`config.mk`:
```
export PLATFORM = sky130hd
export DESIGN_NAME = pulse_scheduler_flat
export DESIGN_NICKNAME = d
export VERILOG_FILES = /design/src/rtl/pulse_scheduler_pkg.sv /design/src/rtl/pulse_scheduler_if.sv /design/src/rtl/pulse_rr_arb2.sv /design/src/rtl/pulse_scheduler.sv /design/src/flat_wrapper.sv
export SDC_FILE = /design/constraint.sdc
export NUM_CORES = 1
export LEC_CHECK = 0
export ABC_AREA = 1
export CORE_MARGIN = 3
export CORE_UTILIZATION = 47
export CTS_CLUSTER_SIZE = 40
export DETAILED_ROUTE_END_ITERATION = 10
export PLACE_DENSITY = 0.76
export SKIP_LAST_GASP = 1
export SLEW_MARGIN = 20
export SYNTH_ARGS = -nofsm -noshare
export SYNTH_HDL_FRONTEND = slang
export SYNTH_SLANG_ARGS = --single-unit
```
`constraint.sdc`:
```
create_clock -name clock -period 3.15 [get_ports clock]
set_input_delay 0.4725 -clock clock [delete_from_list [all_inputs] [get_ports clock]]
set_output_delay 0.4725 -clock clock [all_outputs]
set_load 0.02 [all_outputs]
```
`src/rtl/pulse_scheduler_pkg.sv`:
```
// Shared definitions for the pulse scheduler: FSM state encoding and default widths.
package pulse_pkg;

  localparam int W_DEF  = 8;
  localparam int NW_DEF = 4;

  typedef enum logic [1:0] {
    IDLE = 2'd0,
    HIGH = 2'd1,
    LOW  = 2'd2,
    FIN  = 2'd3
  } pulse_state_t;

endpackage

```
`src/rtl/pulse_scheduler_if.sv`:
```
// Request/config and pulse-output bundle of the pulse scheduler, plus its debug state.
// Handshake: req is a level request sampled only in IDLE; grant answers it one cycle later
// and stays asserted through FIN; done pulses once per finished sequence.
interface pulse_scheduler_if #(
  parameter int W  = 8,
  parameter int NW = 4
);
  import pulse_pkg::*;

  logic [1:0]    req;
  logic [W-1:0]  cfg_high0;
  logic [W-1:0]  cfg_low0;
  logic [NW-1:0] cfg_n0;
  logic [W-1:0]  cfg_high1;
  logic [W-1:0]  cfg_low1;
  logic [NW-1:0] cfg_n1;
  logic [1:0]    grant;
  logic          busy;
  logic          signal;
  logic          done;
  logic          done_id;
  pulse_state_t  state;

  modport master (
    output req, cfg_high0, cfg_low0, cfg_n0, cfg_high1, cfg_low1, cfg_n1,
    input  grant, busy, signal, done, done_id, state
  );

  modport slave (
    input  req, cfg_high0, cfg_low0, cfg_n0, cfg_high1, cfg_low1, cfg_n1,
    output grant, busy, signal, done, done_id, state
  );

endinterface

```
`src/rtl/pulse_rr_arb2.sv`:
```
// Two-way round-robin arbiter: on contention the requester that did not own last wins.
module pulse_rr_arb2 (
  input  logic [1:0] req,
  input  logic       last_owner,
  output logic [1:0] win,
  output logic       win_idx
);

  always_comb begin
    win = 2'b00;
    case (req)
      2'b01:   win = 2'b01;
      2'b10:   win = 2'b10;
      2'b11:   win = last_owner ? 2'b01 : 2'b10;
      default: win = 2'b00;
    endcase
    win_idx = win[1];
  end

endmodule

```
`src/rtl/pulse_scheduler.sv`:
```
// Shares one pulse-train generator between two requesters; latches the winner's
// high/low/count config and plays it out as HIGH/LOW phases followed by a one-cycle FIN.
module pulse_scheduler
  import pulse_pkg::*;
#(
  parameter int W  = W_DEF,
  parameter int NW = NW_DEF
) (
  input logic               clock,
  input logic               reset,
  pulse_scheduler_if.slave  bus
);

  localparam logic [W-1:0]  ONE_W = 1;
  localparam logic [NW-1:0] ONE_N = 1;

  pulse_state_t  state, state_next;
  logic [W-1:0]  high_q, low_q, phase_cnt;
  logic [NW-1:0] pulse_cnt;
  logic          owner, last_owner;
  logic [1:0]    win;
  logic          win_idx;
  logic [W-1:0]  sel_high, sel_low;
  logic [NW-1:0] sel_n;
  logic          any_win, phase_last, pulse_last;

  pulse_rr_arb2 u_arb (
    .req        (bus.req),
    .last_owner (last_owner),
    .win        (win),
    .win_idx    (win_idx)
  );

  // Winner's config with zero widths already promoted to one cycle.
  always_comb begin
    sel_high = win_idx ? bus.cfg_high1 : bus.cfg_high0;
    sel_low  = win_idx ? bus.cfg_low1  : bus.cfg_low0;
    sel_n    = win_idx ? bus.cfg_n1    : bus.cfg_n0;
    if (sel_high == '0) sel_high = ONE_W;
    if (sel_low  == '0) sel_low  = ONE_W;
  end

  assign any_win    = (win != 2'b00);
  assign phase_last = (phase_cnt == ONE_W);
  assign pulse_last = (pulse_cnt == ONE_N);

  always_ff @(posedge clock) begin
    if (reset) state <= IDLE;
    else       state <= state_next;
  end

  always_comb begin
    state_next = state;
    case (state)
      IDLE: if (any_win) state_next = (sel_n == '0) ? FIN : HIGH;
      HIGH: if (phase_last) state_next = LOW;
      LOW:  if (phase_last) state_next = pulse_last ? FIN : HIGH;
      FIN:  state_next = IDLE;
      default: state_next = IDLE;
    endcase
  end

  // Config latch and counters; every phase entry reloads from the latched widths.
  always_ff @(posedge clock) begin
    if (reset) begin
      high_q     <= '0;
      low_q      <= '0;
      phase_cnt  <= '0;
      pulse_cnt  <= '0;
      owner      <= 1'b0;
      last_owner <= 1'b1;
    end else begin
      case (state)
        IDLE: begin
          if (any_win) begin
            high_q     <= sel_high;
            low_q      <= sel_low;
            phase_cnt  <= sel_high;
            pulse_cnt  <= sel_n;
            owner      <= win_idx;
            last_owner <= win_idx;
          end
        end
        HIGH: begin
          if (phase_last) phase_cnt <= low_q;
          else            phase_cnt <= phase_cnt - ONE_W;
        end
        LOW: begin
          if (phase_last) begin
            phase_cnt <= high_q;
            pulse_cnt <= pulse_cnt - ONE_N;
          end else begin
            phase_cnt <= phase_cnt - ONE_W;
          end
        end
        default: ;
      endcase
    end
  end

  always_comb begin
    bus.state   = state;
    bus.busy    = (state != IDLE);
    bus.grant   = (state == IDLE) ? 2'b00 : (owner ? 2'b10 : 2'b01);
    bus.signal  = (state == HIGH);
    bus.done    = (state == FIN);
    bus.done_id = (state == FIN) ? owner : 1'b0;
  end

endmodule

```
`src/flat_wrapper.sv`:
```
// flat-port wrapper written by rule: the top's interface ports become plain ports
module pulse_scheduler_flat import pulse_pkg::*;
#(
  parameter int W  = W_DEF,
  parameter int NW = NW_DEF
)
  (clock, reset, bus_req, bus_cfg_high0, bus_cfg_low0, bus_cfg_n0, bus_cfg_high1, bus_cfg_low1, bus_cfg_n1, bus_grant, bus_busy, bus_signal, bus_done, bus_done_id, bus_state);
  pulse_scheduler_if #(.W(W), .NW(NW)) bus_i ();
  input logic clock;
  input logic reset;
  input wire logic [$bits(bus_i.req)-1:0] bus_req;
  input wire logic [$bits(bus_i.cfg_high0)-1:0] bus_cfg_high0;
  input wire logic [$bits(bus_i.cfg_low0)-1:0] bus_cfg_low0;
  input wire logic [$bits(bus_i.cfg_n0)-1:0] bus_cfg_n0;
  input wire logic [$bits(bus_i.cfg_high1)-1:0] bus_cfg_high1;
  input wire logic [$bits(bus_i.cfg_low1)-1:0] bus_cfg_low1;
  input wire logic [$bits(bus_i.cfg_n1)-1:0] bus_cfg_n1;
  output wire logic [$bits(bus_i.grant)-1:0] bus_grant;
  output wire logic [$bits(bus_i.busy)-1:0] bus_busy;
  output wire logic [$bits(bus_i.signal)-1:0] bus_signal;
  output wire logic [$bits(bus_i.done)-1:0] bus_done;
  output wire logic [$bits(bus_i.done_id)-1:0] bus_done_id;
  output wire logic [$bits(bus_i.state)-1:0] bus_state;
  assign bus_i.req = bus_req;
  assign bus_i.cfg_high0 = bus_cfg_high0;
  assign bus_i.cfg_low0 = bus_cfg_low0;
  assign bus_i.cfg_n0 = bus_cfg_n0;
  assign bus_i.cfg_high1 = bus_cfg_high1;
  assign bus_i.cfg_low1 = bus_cfg_low1;
  assign bus_i.cfg_n1 = bus_cfg_n1;
  assign bus_grant = bus_i.grant;
  assign bus_busy = bus_i.busy;
  assign bus_signal = bus_i.signal;
  assign bus_done = bus_i.done;
  assign bus_done_id = bus_i.done_id;
  assign bus_state = bus_i.state;
  pulse_scheduler #(.W(W), .NW(NW)) u_core (.clock(clock), .reset(reset), .bus(bus_i));
endmodule
```
==> results of run 1 <==
## logic make-up after synthesis
| family | share of synthesized area [%] |
|---|---|
| and+or+nand+nor | 31.51 |
| AOI/OAI and AO/OA | 20.37 |
| buffers and inverters | 12.01 |
| DFF | 29.72 |
| adders and majority gates | 4.643 |
| xor gates and xnor gates | 0.8127 |
| muxes | 0.9286 |
## state kept, by name, summed over array words and instances, names as in the netlist
register	flops
u_core.high_q	8
u_core.low_q	8
u_core.phase_cnt	8
u_core.pulse_cnt	4
u_core.bus.state	2
u_core.last_owner	1
u_core.owner	1
## power by group through the flow
stage,Sequential [W],Combinational (W),Clock [W]
global placement,0.000686,0.00118,0
floorplan,0.000670,0.000909,0
CTS,0.000685,0.00121,0.000340
finish,0.000688,0.00122,0.000338
global route,0.000707,0.00140,0.000355
detailed placement,0.000690,0.00120,0
## layer usage
layer	track usage, %	wire length (µm)
met5	0	0
met4	5.433	61
met3	5.335	373
met2	34.15	2443
met1	28.69	2573
## cell type report
type / count / area, µm²
clock buffer: 7 / 96.34
fill: 401 / 1635
inverter: 48 / 180.2
multi-input combinational: 246 / 1256
sequential: 32 / 640.6
tap: 52 / 65.06
timing repair buffer: 51 / 510.5
## cells in the final DEF (no fill, tap or decap)
cell / Yosys / routed
a211oi_1: 10 / 10
mux2i_1: 2 / 2
inv_1: 47 / 47
clkdlybuf4s50_1: 0 / 51
or2_1: 2 / 2
o21ai_1: 4 / 4
nand2_1: 77 / 77
nand3_2: 1 / 1
nor2_1: 35 / 35
ha_1: 8 / 8
o21a_1: 1 / 1
o21ai_0: 35 / 35
nor3_1: 1 / 1
nand3b_1: 6 / 6
nand4_1: 6 / 6
or2_2: 1 / 1
nand2_2: 4 / 4
clkbuf_8: 0 / 7
a21oi_1: 28 / 28
xor2_1: 2 / 2
inv_2: 1 / 1
o21ai_2: 1 / 1
a211oi_2: 1 / 1
dfxtp_1: 32 / 32
nand3_1: 19 / 19
nand2_4: 2 / 2
## metrics by stage
stage | std cells | hold slack, ns
finish | 436 | 0.4777
global route | 436 | 0.5028
floorplan | 340 | 0.4297
detailed placement | 429 | 0.4614
CTS | 436 | 0.4745
global placement | 429 | 0.4628
## worst max-delay path, stage by stage
cell	delay, ns
clkdlybuf4s50_1	0.60
o21ai_1	0.59
inv_1	0.49
nor2_1	0.19
nor2_1	0.05
o21ai_0	0.09
inv_1	0.05
## worst min path at each step
stage	to	cells after the start	slack, ns	from
final	u_core.low_q[6]$_SDFFE_PP0P_	2	0.48	u_core.low_q[6]$_SDFFE_PP0P_
after global routing	u_core.high_q[1]$_SDFFE_PP0P_	2	0.50	u_core.high_q[1]$_SDFFE_PP0P_
after CTS	u_core.low_q[6]$_SDFFE_PP0P_	2	0.47	u_core.low_q[6]$_SDFFE_PP0P_
after detailed placement	u_core.high_q[1]$_SDFFE_PP0P_	2	0.46	u_core.high_q[1]$_SDFFE_PP0P_
after global placement	u_core.high_q[1]$_SDFFE_PP0P_	2	0.46	u_core.high_q[1]$_SDFFE_PP0P_
after floorplan	u_core.high_q[1]$_SDFFE_PP0P_	2	0.43	u_core.high_q[1]$_SDFFE_PP0P_
==> reports/summary.txt, run 1 <==
Comb power frac - 54.3%
Kind of critical path - in -> reg
Switch Pwr - 0.001022 W
Largest net degree at the start of global routing - 26
Num CTS Buffers - 5
Seq pwr share - 30.6%
Hold buffers post-CTS - 0
CTS tree - built
Fraction of layout cells with a size suffix above 1 - 4.688%
Resized cells post-CTS - 0
Final setup viols - 0
Detailed Place HPWL - 4232 µm
Area of the mapped netlist - 2156 µm²
Postcts setup bufs - 0
Area growth syn-to-layout - 27.51%
Synth Flop Type - dfxtp_1
Root Buffer - clkbuf_8
Final WS setup - 0.7979 ns
Seq cells post-synth - 32
DR vias - 2,250
Worst-skew pair later-pin latency - 0.29 ns
Gpl congestion - 0.8726
Post-synthesis sequential area ratio - 29.72%
CTS clk-pin slew, worst paths - 0.06 ns
First-pass GRT wire length - 9246 µm
Critical Path Sink Type - register
Detailed Route Iter0 Violations - 142
Routed wire length - 5452 µm
Synthesized area per cell - 6.341 µm²
Max Slew Vio Count - 0
Data required, critical path - 3.33 ns
Post-place setup slack - 0.5499 ns
Worst setup endpoint - u_core.high_q[0]$_SDFFE_PP0P_
Pint - 0.001223 W
FF-to-FF End - u_core.phase_cnt[4]$_SDFFE_PP0P_
Initial antenna violation count - 0
Total GRT Usage - 21.37%
R2R Setup Slk - 0.95 ns
Fin util - 62.70%
Core Area - 4384 µm²
Status - completed
VDD IR max - 0.0002759 V
Clock skew - 0.004391 ns
Dpl cell area - 2653 µm²
DR vias/cell - 5.161
Hold Path Class - reg -> reg
CP Max Fanout - 24
Distinct cell type count after synthesis - 29
Layout Cell Area excl Fill - 2749 µm²
Total Nets Final - 436
Reg2reg path depth - 8
First-pass DRT Iterations - 4
Die area - 5435 µm²
Ys Warns - 0
Diode count - 0
P_leak - 1.274 nW
RSZ-0062 raised after global routing - no
Synth area leaders - dfxtp_1 (30%), nand2_1 (13%), inv_1 (8.2%), o21ai_0 (8.1%), a21oi_1 (6.5%)
Initial Util - 49.17%
Vias in the first global route - 2,097
Final hold violations - 0
Clock Power Share - 15.0%
Post-synth EDFFs - 0
Switching share of total power - 45.52%
Total of max-cap violations - 0
Synth async-reset ratio - 0%
Critical Path Start - bus_req[1]
Clk sinks - 32
Clock Path Buffers - 2
Top-count cell post-synth - nand2_1
Launch point of the worst reg-to-reg path - u_core.bus.state[0]$_SDFFE_PP0P_
Yosys top cell by area - dfxtp_1
Crit share post-route - 74.67%
Area share of the largest cell type after synthesis - 29.72%
Power, Total - 0.002245 W
Die width - 73.73 µm
Number of I/O pins - 52
Power density over the cells - 816.5 nW/µm²
Die Height - 73.73 µm
TNS Setup - 0 ns
Post-synthesis cell count - 340
IO buf count - 51
Total grt overflow - 0
Data arrival time of the critical path - 2.53 ns
Std-Cell Rows - 24
Max Fclk - 425.2 MHz
Syn Nets - 392
Synth cell count leaders - nand2_1 (77), inv_1 (47), nor2_1 (35), o21ai_0 (35), dfxtp_1 (32)
Worst-Margin Slew - 0.8099 ns
Remaining routing DRC violations - 0
H-tree depth - 2
Minimum clock period - 2.352 ns
Antenna viol nets, final - 0
Slew margin rel. - 45.81%
CP Launch Type - input port
Avg WL per Cell - 12.50 µm
No activity file was read; power rests on OpenSTA's default activity.
==> run 2, diff against run 1 <==
==> constraint.sdc (replaced) <==
create_clock -name clock -period 2.2 [get_ports clock]
set_input_delay 0.33 -clock clock [delete_from_list [all_inputs] [get_ports clock]]
set_output_delay 0.33 -clock clock [all_outputs]
set_load 0.02 [all_outputs]
==> run 2 against run 1 <==
  * Sequential share of layout area decreased by 0.61 points
  * Largest cell class unchanged
  * Non-clock buffer count increased by 8
  * Power increased by 46%
  * Register-to-register slack worse by 0.68 ns
  * Highest routed layer unchanged
  * Critical path type is now reg -> out
==> reports/summary.txt, run 2 (same netlist as run 1, synthesis figures left out) <==
Die area - 5435 µm²
Avg WL per Cell - 12.38 µm
Total grt overflow - 0
Largest net degree at the start of global routing - 26
Total of max-cap violations - 0
VDD IR max - 0.0004581 V
Status - completed
Worst-Margin Slew - 0.5893 ns
P_leak - 1.352 nW
Area growth syn-to-layout - 30.93%
Hold buffers post-CTS - 0
Antenna viol nets, final - 0
Most common cell after layout, fill and taps aside - nand2_1
CP Max Fanout - 4
Die width - 73.73 µm
Clock skew - 0.003169 ns
Core Area - 4384 µm²
CTS tree - built
Fraction of layout cells with a size suffix above 1 - 6.361%
CP Launch Type - register
Final hold violations - 0
TNS Setup - 0 ns
Gpl congestion - 0.8627
First-pass GRT wire length - 9542 µm
Vias in the first global route - 2,118
Clock Path Buffers - 2
Total GRT Usage - 22.20%
Number of I/O pins - 52
Clk sinks - 32
Minimum clock period - 1.943 ns
Max Slew Vio Count - 0
Diode count - 0
H-tree depth - 2
Root Buffer - clkbuf_8
Kind of critical path - reg -> out
Crit share post-route - 88.30%
DR vias/cell - 5.124
Final WS setup - 0.2574 ns
Initial Util - 49.17%
Most frequent cells in the layout - nand2_1 (77), clkdlybuf4s50_1 (48), inv_1 (47)
Routed wire length - 5510 µm
First-pass DRT Iterations - 4
Hold Path Class - reg -> reg
Max Fclk - 514.8 MHz
Data arrival time of the critical path - 1.61 ns
Total Nets Final - 444
Post-place setup slack - 0.1512 ns
Largest regs - u_core.high_q x8, u_core.low_q x8, u_core.phase_cnt x8
Initial antenna violation count - 0
Worst-skew pair later-pin latency - 0.28 ns
Num CTS Buffers - 5
Remaining routing DRC violations - 0
RSZ-0062 raised after global routing - no
Data required, critical path - 1.87 ns
Detailed Place HPWL - 4332 µm
Slew margin rel. - 60.71%
Critical Path Sink Type - primary output
IO buf count - 51
Die Height - 73.73 µm
CTS clk-pin slew, worst paths - 0.06 ns
Layout Cell Area excl Fill - 2823 µm²
Dpl cell area - 2725 µm²
Detailed Route Iter0 Violations - 141
FILL cells - 417
Power density over the cells - 1160 nW/µm²
Std-Cell Rows - 24
DR vias - 2,280
Final setup viols - 0
## run 2: cell count changes in the layout (fill, tap and decap cells not counted), sizes merged
cell	delta
buf	+8
clkdlybuf4s50	-3
dlymetal6s2s	+3
clkbuf	+1
## run 2: repair_timing
item                                    CTS  global route
buffers inserted                          0             0
endpoints found under the setup margin    0             3
resized for setup                         0             3
## run 2: worst max-delay path, stage by stage (launching register included)
cell             delay [ns]
dfxtp_1                0.37
ha_1                   0.25
nand2_1                0.07
inv_1                  0.05
clkdlybuf4s50_1        0.59
## run 2: worst paths after layout
| check | depth (start not counted) | slack [ns] | startpoint | end |
|---|---|---|---|---|
| setup / recovery | 4 | 0.26 | u_core.bus.state[0]$_SDFFE_PP0P_ | bus_done_id |
| hold / removal | 2 | 0.46 | u_core.high_q[1]$_SDFFE_PP0P_ | u_core.high_q[1]$_SDFFE_PP0P_ |
| setup reg to reg | 8 | 0.27 | u_core.bus.state[0]$_SDFFE_PP0P_ | u_core.phase_cnt[2]$_SDFFE_PP0P_ |
| hold reg to reg | 2 | 0.46 | u_core.high_q[1]$_SDFFE_PP0P_ | u_core.high_q[1]$_SDFFE_PP0P_ |
## run 2: cell type report
class	count	area, µm²	share of cell area, %
clock buffers	8	90.09	3.191
flip-flops and latches	32	640.6	22.69
repair buffers	59	590.6	20.92
multi-input cells	246	1256	44.50
inverters	48	180.2	6.383
well taps	52	65.06	2.305
## run 2: power breakdown
group / switching, W / internal, W / total, W / leakage [nW]
clock: 0.000208 / 0.000255 / 0.000463 / 0.0455
sequential: 0.000169 / 0.000815 / 0.000984 / 0.266
combinational: 0.00111 / 0.000718 / 0.00183 / 1.04
## run 2: through the flow
step,utilization (%),total power (W),hold slack [ns],instances
3_3_place_gp,62.16,0.002780,0.4447,437
6_report,64.38,0.003275,0.4645,445
4_1_cts,64.21,0.003280,0.4643,445
2_1_floorplan,-,0.002261,0.4030,340
3_5_place_dp,62.16,0.002805,0.4548,437
5_1_grt,64.38,0.003590,0.4999,445
## run 2: per-layer routing
| layer | vias up | GRT usage, % | share of wire [%] |
|---|---|---|---|
| met2 | 82 | 34.74 | 44 |
| met3 | 6 | 5.062 | 6.8 |
| met5 | - | 0 | 0 |
| met4 | 0 | 5.634 | 1.2 |
| li1 | 1201 | - | - |
| met1 | 991 | 30.64 | 48 |
==> run 3, diff against run 2 <==
--- a/config.mk
+++ b/config.mk
@@ -6,11 +6,13 @@
 export NUM_CORES = 1
 export LEC_CHECK = 0
 export ABC_AREA = 1
+export CELL_PAD_IN_SITES_DETAIL_PLACEMENT = 1
+export CELL_PAD_IN_SITES_GLOBAL_PLACEMENT = 2
 export CORE_MARGIN = 3
-export CORE_UTILIZATION = 47
+export CORE_UTILIZATION = 26
 export CTS_CLUSTER_SIZE = 40
 export DETAILED_ROUTE_END_ITERATION = 10
-export PLACE_DENSITY = 0.76
+export PLACE_DENSITY_LB_ADDON = 0.1
 export SKIP_LAST_GASP = 1
 export SLEW_MARGIN = 20
 export SYNTH_ARGS = -nofsm -noshare
==> run 3 against run 2 <==
  * Core utilization down 27 points
  * Global-route usage down 6.5 points
  * Combinational power up 5%
  * Non-clock buffer count up 6
  * Clock power up 4.8%
  * Final cell count up 13%
  * Final area up 3.2%
  * Register-to-register slack better by 0.12 ns
  * Via count up 2.2%
  * Power up 3.9%
  * Clock skew up 0.0072 ns
  * Flip-flop and latch count unchanged
==> reports/summary.txt, run 3 (same netlist as run 1, synthesis figures left out) <==
Status - completed
Die Height - 97.06 µm
DR vias/cell - 4.651
Detailed Place HPWL - 6076 µm
Kind of critical path - reg -> out
CTS tree - built
DR vias - 2,330
Post-place setup slack - 0.1268 ns
Pint - 0.001786 W
Number of I/O pins - 52
Largest net degree at the start of global routing - 25
Minimum clock period - 2.066 ns
Reg2reg path depth - 9
Std-Cell Rows - 32
Hold Slack - 0.4545 ns
Num CTS Buffers - 5
P_leak - 1.349 nW
Remaining routing DRC violations - 0
CP Launch Type - register
Power density over the cells - 1168 nW/µm²
R2R Setup Slk - 0.39 ns
Most common cell after layout, fill and taps aside - nand2_1
Initial antenna violation count - 0
Hold buffers post-CTS - 0
Initial Util - 27.33%
Total grt overflow - 0
Core Area - 7888 µm²
Final hold violations - 0
Final WS setup - 0.1341 ns
Slew margin rel. - 70.83%
Vias in the first global route - 2,378
Clk sinks - 32
Max Slew Vio Count - 0
Die width - 97.06 µm
FF-to-FF End - u_core.phase_cnt[1]$_SDFFE_PP0P_
Hold Startpoint - u_core.low_q[3]$_SDFFE_PP0P_
Critical Path Sink Type - primary output
Clock Path Buffers - 2
Detailed Route Iter0 Violations - 50
Worst-skew pair later-pin latency - 0.29 ns
Antenna viol nets, final - 0
Comb power frac - 56.7%
FILL cells - 1,031
Largest regs - u_core.high_q x8, u_core.low_q x8, u_core.phase_cnt x8
Clock Power Share - 14.3%
Hold Path Class - reg -> reg
Hold Path Depth - 2
Data required, critical path - 1.87 ns
First-pass DRT Iterations - 4
Seq pwr share - 29.1%
Routed wire length - 7401 µm
Critical Path Start - u_core.bus.state[1]$_SDFFE_PP0P_
Multi-input gate area - 1259 µm²
Total of max-cap violations - 0
Die area - 9421 µm²
IO buf count - 51
Gpl congestion - 0.8191
TNS Setup - 0 ns
Diode count - 0
Dpl cell area - 2820 µm²
Most frequent cells in the layout - nand2_1 (77), clkdlybuf4s50_1 (49), inv_1 (47)
Root Buffer - clkbuf_8
Avg WL per Cell - 14.77 µm
First-pass GRT wire length - 12,130 µm
Max Fclk - 484.0 MHz
Fraction of layout cells with a size suffix above 1 - 8.521%
Total GRT Usage - 15.70%
Crit share post-route - 93.90%
Register area - 640.6 µm²
Total Nets Final - 450
Worst Hold End - u_core.low_q[3]$_SDFFE_PP0P_
Worst-Margin Slew - 0.4376 ns
Switching share of total power - 47.49%
Switch Pwr - 0.001615 W
CTS clk-pin slew, worst paths - 0.08 ns
RSZ-0062 raised after global routing - no
VDD IR max - 0.0005053 V
Layout Cell Area excl Fill - 2913 µm²
H-tree depth - 2
Postcts setup bufs - 0
Resized cells post-CTS - 2
Clock skew - 0.01032 ns
Data arrival time of the critical path - 1.74 ns
Launch point of the worst reg-to-reg path - u_core.bus.state[1]$_SDFFE_PP0P_
Area growth syn-to-layout - 35.11%
CP Max Fanout - 4
Final setup viols - 0
## run 3: area by class of cell
class	instances	share of cell area [%]
multi-input combinational	246	43.21
sequential	32	21.99
timing repair buffer	65	21.05
inverter	48	6.186
tap	102	4.381
clock buffer	6	2.835
clock inverter	2	0.3436
## run 3: worst max-delay path, cell delays in order, from the launching register on
cell             delay, ns
dfxtp_1               0.42
inv_1                 0.12
ha_1                  0.23
inv_1                 0.08
clkdlybuf4s50_1       0.61
## run 3: power by group through the flow
stage / registers [W] / logic [W] / clock network, W
floorplan: 0.000959 / 0.00130 / 0
global placement: 0.00100 / 0.00194 / 0
detailed placement: 0.00100 / 0.00195 / 0
CTS: 0.000993 / 0.00195 / 0.000497
global route: 0.00103 / 0.00220 / 0.000528
finish: 0.000989 / 0.00193 / 0.000485
## run 3: through the flow
| stage | utilization, % | total power, W | instances |
|---|---|---|---|
| after detailed placement | 35.76 | 0.002954 | 493 |
| final | 36.93 | 0.003401 | 501 |
| after global routing | 36.93 | 0.003758 | 501 |
| after global placement | 35.76 | 0.002946 | 493 |
| after CTS | 36.90 | 0.003444 | 501 |
| after floorplan | - | 0.002261 | 340 |
## run 3: worst max path at each step
stage | cells after the start | slack (ns) | end
global placement | 12 | 0.16 | u_core.high_q[0]$_SDFFE_PP0P_
floorplan | 10 | 0.29 | u_core.phase_cnt[4]$_SDFFE_PP0P_
global route | 4 | 0.03 | bus_busy
finish | 4 | 0.13 | bus_busy
detailed placement | 12 | 0.13 | u_core.high_q[0]$_SDFFE_PP0P_
CTS | 4 | 0.09 | bus_busy
## run 3: per-layer routing
layer | vias up | routed length, µm | track usage [%]
met4 | 0 | 73 | 3.564
li1 | 1218 | - | -
met5 | - | 0 | 0
met2 | 46 | 3326 | 25.85
met3 | 8 | 262 | 2.656
met1 | 1058 | 3738 | 21.46
